## src/rtl/demux_route_sequencer.sv

```systemverilog
// Purpose: buffers routed bit requests {chan,data} in a DEPTH-entry FIFO and drives the
//          1x8 demux select (s2..s0) and data (dout) for HOLD cycles per request, in order.
// Latency: a request accepted into an empty, idle block is driven from the next edge; sustained rate is one request per HOLD cycles.
// Backpressure: in_ready drops while the FIFO is full (level == DEPTH) or while rst is high.
//
// Ports:
//   clk, rst             - rising-edge clock, synchronous active-high reset
//   in_valid/in_ready    - request handshake; transfer when both are high at a rising edge
//   in_chan[2:0], in_data - destination channel and bit to route
//   s2, s1, s0, dout     - registered demux select (s2 = MSB) and data
//   active               - select/data carry a live request this cycle
//   done                 - high on the final HOLD cycle of each request
//   level                - FIFO occupancy, 0..DEPTH
//
// Optional feature: define DSEQ_IDLE_PARK_EN to clear the select to channel 0 on entering
// IDLE. When it is undefined, the select keeps the last channel. In both builds dout is
// cleared on entering IDLE.
module demux_route_sequencer #(
    parameter int DEPTH = 4,
    parameter int HOLD  = 2
) (
    input  logic                       clk,
    input  logic                       rst,
    input  logic                       in_valid,
    output logic                       in_ready,
    input  logic [2:0]                 in_chan,
    input  logic                       in_data,
    output logic                       s2,
    output logic                       s1,
    output logic                       s0,
    output logic                       dout,
    output logic                       active,
    output logic                       done,
    output logic [$clog2(DEPTH):0]     level
);

    localparam int AW = $clog2(DEPTH);
    localparam int LW = AW + 1;
    localparam logic [7:0]    HOLD_M1 = 8'(HOLD - 1);
    localparam logic [LW-1:0] FULL    = LW'(DEPTH);

    typedef enum logic {
        ST_IDLE,
        ST_DRIVE
    } state_t;

    // FIFO storage: {chan[2:0], data}
    logic [3:0]    mem_q [DEPTH];
    logic [AW-1:0] wr_ptr_q, wr_ptr_d;
    logic [AW-1:0] rd_ptr_q, rd_ptr_d;
    logic [LW-1:0] level_q, level_d;

    state_t        state_q, state_d;
    logic [7:0]    cnt_q, cnt_d;
    logic [2:0]    sel_q, sel_d;
    logic          dout_q, dout_d;

    logic          push;
    logic          pop;
    logic          last_cycle;
    logic [3:0]    head;

    always_comb begin
        in_ready   = (level_q != FULL) && !rst;
        push       = in_valid && in_ready;
        last_cycle = (state_q == ST_DRIVE) && (cnt_q == 8'd0);
        // A pop happens when idle with data waiting, or on the final cycle of a request
        // with the next request already queued (no gap cycle between requests).
        pop        = (level_q != '0) && ((state_q == ST_IDLE) || last_cycle);
        head       = mem_q[rd_ptr_q];
    end

    // FIFO pointers and occupancy; pointers wrap naturally because DEPTH is a power of two.
    always_comb begin
        wr_ptr_d = wr_ptr_q;
        rd_ptr_d = rd_ptr_q;
        level_d  = level_q;
        if (push) begin
            wr_ptr_d = wr_ptr_q + AW'(1);
        end
        if (pop) begin
            rd_ptr_d = rd_ptr_q + AW'(1);
        end
        case ({push, pop})
            2'b10:   level_d = level_q + LW'(1);
            2'b01:   level_d = level_q - LW'(1);
            default: level_d = level_q;
        endcase
    end

    // Sequencer FSM: outputs only change on a pop or on the transition into IDLE.
    always_comb begin
        state_d = state_q;
        cnt_d   = cnt_q;
        sel_d   = sel_q;
        dout_d  = dout_q;
        case (state_q)
            ST_IDLE: begin
                if (pop) begin
                    state_d = ST_DRIVE;
                    cnt_d   = HOLD_M1;
                    sel_d   = head[3:1];
                    dout_d  = head[0];
                end
            end
            ST_DRIVE: begin
                if (cnt_q != 8'd0) begin
                    cnt_d = cnt_q - 8'd1;
                end else if (pop) begin
                    cnt_d  = HOLD_M1;
                    sel_d  = head[3:1];
                    dout_d = head[0];
                end else begin
                    state_d = ST_IDLE;
                    dout_d  = 1'b0;
`ifdef DSEQ_IDLE_PARK_EN
                    sel_d   = 3'b000;
`endif
                end
            end
            default: begin
                state_d = ST_IDLE;
            end
        endcase
    end

    always_ff @(posedge clk) begin
        if (rst) begin
            wr_ptr_q <= '0;
            rd_ptr_q <= '0;
            level_q  <= '0;
            state_q  <= ST_IDLE;
            cnt_q    <= 8'd0;
            sel_q    <= 3'b000;
            dout_q   <= 1'b0;
        end else begin
            wr_ptr_q <= wr_ptr_d;
            rd_ptr_q <= rd_ptr_d;
            level_q  <= level_d;
            state_q  <= state_d;
            cnt_q    <= cnt_d;
            sel_q    <= sel_d;
            dout_q   <= dout_d;
        end
    end

    // Storage needs no reset: entries are only read after being written.
    always_ff @(posedge clk) begin
        if (push) begin
            mem_q[wr_ptr_q] <= {in_chan, in_data};
        end
    end

    assign s2     = sel_q[2];
    assign s1     = sel_q[1];
    assign s0     = sel_q[0];
    assign dout   = dout_q;
    assign active = (state_q == ST_DRIVE);
    assign done   = last_cycle;
    assign level  = level_q;

endmodule
```

## config.mk

```make
export PLATFORM = sky130hd
export DESIGN_NAME = demux_route_sequencer
export DESIGN_NICKNAME = d
export VERILOG_FILES = /design/src/rtl/demux_route_sequencer.sv
export SDC_FILE = /design/constraint.sdc
export NUM_CORES = 1
export LEC_CHECK = 0
export ABC_AREA = 1
export CORE_ASPECT_RATIO = 1.1
export CORE_MARGIN = 2
export CORE_UTILIZATION = 46
export DETAILED_ROUTE_END_ITERATION = 10
export PLACE_DENSITY = 0.69
export SETUP_SLACK_MARGIN = 0.3
export SYNTH_ARGS = -nofsm -noshare
export SYNTH_HDL_FRONTEND = slang
export SYNTH_SLANG_ARGS = --single-unit
```

## constraint.sdc

```tcl
create_clock -name clk -period 2.1 [get_ports clk]
set_input_delay 0.42 -clock clk [delete_from_list [all_inputs] [get_ports clk]]
set_output_delay 0.42 -clock clk [all_outputs]
set_load 0.05 [all_outputs]
```

==> out/metrics.yaml <==
outcome:
  outcome: "finished clean"
job:
  max_cap_violations: 0
floorplanning:
  num_io_pins: 17
  rows: 23
  chipHeight_um: 68.8
  die_w_um: 62.9
  die_area_um2: 4330
  core_um2: 3650
  initial_core_util: 0.481
grt:
  antenna_found_initial: 0
  track_usage: 0.167
  grt_start_max_net_pins: 15
  grt_pass1_wl_um: 5350
  grt-ovfl-total: 0
  grt_pass1_vias: 1216
timing:
  slew_violations: 0
  hold_viol_final: 0
  fin_skew_ns: 0.00605
  period_needed_ns: 1.88
  max_freq_mhz: 532
  setup_ws_ns: 0.219
  finalSetupViolations: 0
  finalCritPeriodShare: 0.896
  worst_slew_pin_slew_ns: 0.496
  rsz0062_at_grt: "true"
  slew_headroom: 0.671
  timing.setup.tns_ns: 0
setup_path:
  path_buf_inv: 2
  worstPathRequired_ns: 2.28
  path_cells: "inv_2, ha_4, nand2_2, nor2_4, nor2_8, nor2_8, ha_4, inv_2, fa_2, a21oi_2, o21ai_1, o21ai_1, a21oi_1"
  crit_path_start_kind: "flop"
  crit_type: "reg -> reg"
  worst_path_max_delay_cell: "fa_2"
  r2r-start: "cnt_q[0]$_SDFF_PP0_"
  cp_max_fo: 3
  cp-startpoint: "cnt_q[0]$_SDFF_PP0_"
  timing.rr.end: "level[2]$_SDFFE_PP0P_"
  r2r_setup_slack_ns: 0.22
  path_depth: 13
  slowest_delay_ns: 0.34
  cp.arrival_ns: 2.06
  ff2ff_path_depth: 13
  crit_family: "adder cells"
  crit_path_end_kind: "flop"
placement:
  io_buffers: 16
  dp_hpwl_um: 2210
  placed_cell_area_um2: 2120
  place_congestion: 0.759
  place_ws_ns: -0.0240
cts:
  cts.path.max_buffers: 2
  cts.sinks: 38
  cts_tree: "done"
  clock_latency_ns: 0.29
  ctsHoldBuffers: 0
  cts_made_buffers: 5
  root_buffer: "clkbuf_8"
  htreeDepth: 2
  clk_pin_slew_ns: 0.07
route:
  wl_per_cell_um: 10.8
  via_count: 1330
  drtIter0Drc: 65
  drt-pass1-iter-count: 4
  drc_errors: 0
  wirelength_um: 3090
  vias_per_cell: 4.65
  postRouteAntennaNets: 0
worst_hold_path:
  holdPathStages: 1
  min_from: "level[0]$_SDFFE_PP0P_"
  min_path_type: "reg -> reg"
  min_to: "level[0]$_SDFFE_PP0P_"
final_layout:
  syn2layout_area_growth_pct: 27.1
  stdcell_area_um2: 2230
  n_antenna_cell: 0
  drive_gt1_frac: 0.237
  fin_util: 0.611
  finalNetCount: 250
synth:
  syn_nets: 216
  synth_top_cell_area_share: 0.273
  syn_area_per_cell_um2: 8.70
  netlist_area_um2: 1760
  yosys.area.top_type: "edfxtp_1"
  synth_cells: 202
  synth_area_leaders: "edfxtp_1 (27%), dfxtp_1 (25%), nor2_1 (8.1%)"
  synth_cell_types: 22
  yosysSeqAreaShare: 0.524
  synth_warnings: 0
  ys_seq_elements: 38
power:
  p_leak_uw: 0.000944
  p_sw_uw: 1690
  power_frac_comb: 0.568
  ir_drop_uv: 789
  power_density_nw_per_um2: 1650
  seq_power_share: 0.308
  pwr-share-clk: 0.125
  p_int_uw: 2000
  switching_share: 0.459
-- final cells by class --
type / instances / area [um^2]
Fill cell: 336 / 1420
Inverter: 29 / 109
Tap cell: 50 / 62.6
Clock inverter: 2 / 10.0
Sequential cell: 38 / 937
Clock buffer: 5 / 68.8
Timing Repair Buffer: 30 / 275
Multi-Input combinational cell: 132 / 772
-- cell usage in the layout (no fill, tap or decap), drive strengths merged, types with 6 or more instances in the layout --
cell type and count:
o21ai 25, clkdlybuf4s50 6, nor2 45, edfxtp 16, dfxtp 22, nand3 10
dlygate4sd2 8, nand2 29, buf 16, ha 6, a21oi 13, inv 29
-- per-layer routing --
layer  part of all wire  global-route usage  up-vias
met1               0.46               0.189      597
li1                   -                   -      711
met4              0.024              0.0833        0
met2               0.48               0.291       16
met5                  0                   0        -
met3              0.035              0.0503        6
-- cells by family after synthesis --
kind of cell,after synthesis,synth area share
buffers and inverters,32,0.0698
flip-flops,38,0.524
AO/OA/AOI/OAI,38,0.110
AND/OR/NAND/NOR,85,0.232
XOR/XNOR,2,0.00997
adder cells (fa/ha/maj),7,0.0541
-- registers in the layout (all words and copies together), names as in the netlist, named ones only --
| name | flops |
|---|---|
| sel_q | 3 |
| mem_q | 16 |
| dout | 1 |
| rd_ptr_q | 2 |
| level | 3 |
| active | 1 |
| cnt_q | 8 |
| wr_ptr_q | 2 |
-- synth_stat cells, drive strengths merged --
cell type  number
nor2           45
inv            29
nand2          29
o21ai          25
dfxtp          22
edfxtp         16
a21oi          13
nand3          10
ha              6
buf             2
xor2            2
clkbuf          1
fa              1
nor3            1
-- worst max-delay path by stage --
stage	slack, ns	to
finish	0.22	level[2]$_SDFFE_PP0P_
global route	0.10	level[2]$_SDFFE_PP0P_
CTS	0.19	level[2]$_SDFFE_PP0P_
detailed placement	-0.02	level[2]$_SDFFE_PP0P_
global placement	0.02	level[2]$_SDFFE_PP0P_
floorplan	0.11	level[2]$_SDFFE_PP0P_
-- repair_timing --
action	4_1_cts	5_1_grt
resized for setup	11	3
buffers inserted	4	0
setup endpoints to repair	11	3
pin swaps	6	1
-- metrics by stage --
step | std cells | total power (uW) | hold WS, ns
3_3_place_gp | 275 | 3150 | 0.442
6_report | 286 | 3690 | 0.468
3_5_place_dp | 275 | 3170 | 0.444
2_1_floorplan | 202 | 2620 | 0.452
5_1_grt | 286 | 4020 | 0.486
4_1_cts | 286 | 3710 | 0.462
-- power groups by stage --
stage / logic, uW / clock network [uW] / registers (uW)
2_1_floorplan: 1300 / 0 / 1320
3_3_place_gp: 2000 / 0 / 1140
3_5_place_dp: 2020 / 0 / 1150
4_1_cts: 2110 / 476 / 1130
5_1_grt: 2350 / 503 / 1170
6_report: 2100 / 460 / 1140
Power figures use the tool's default switching activity.
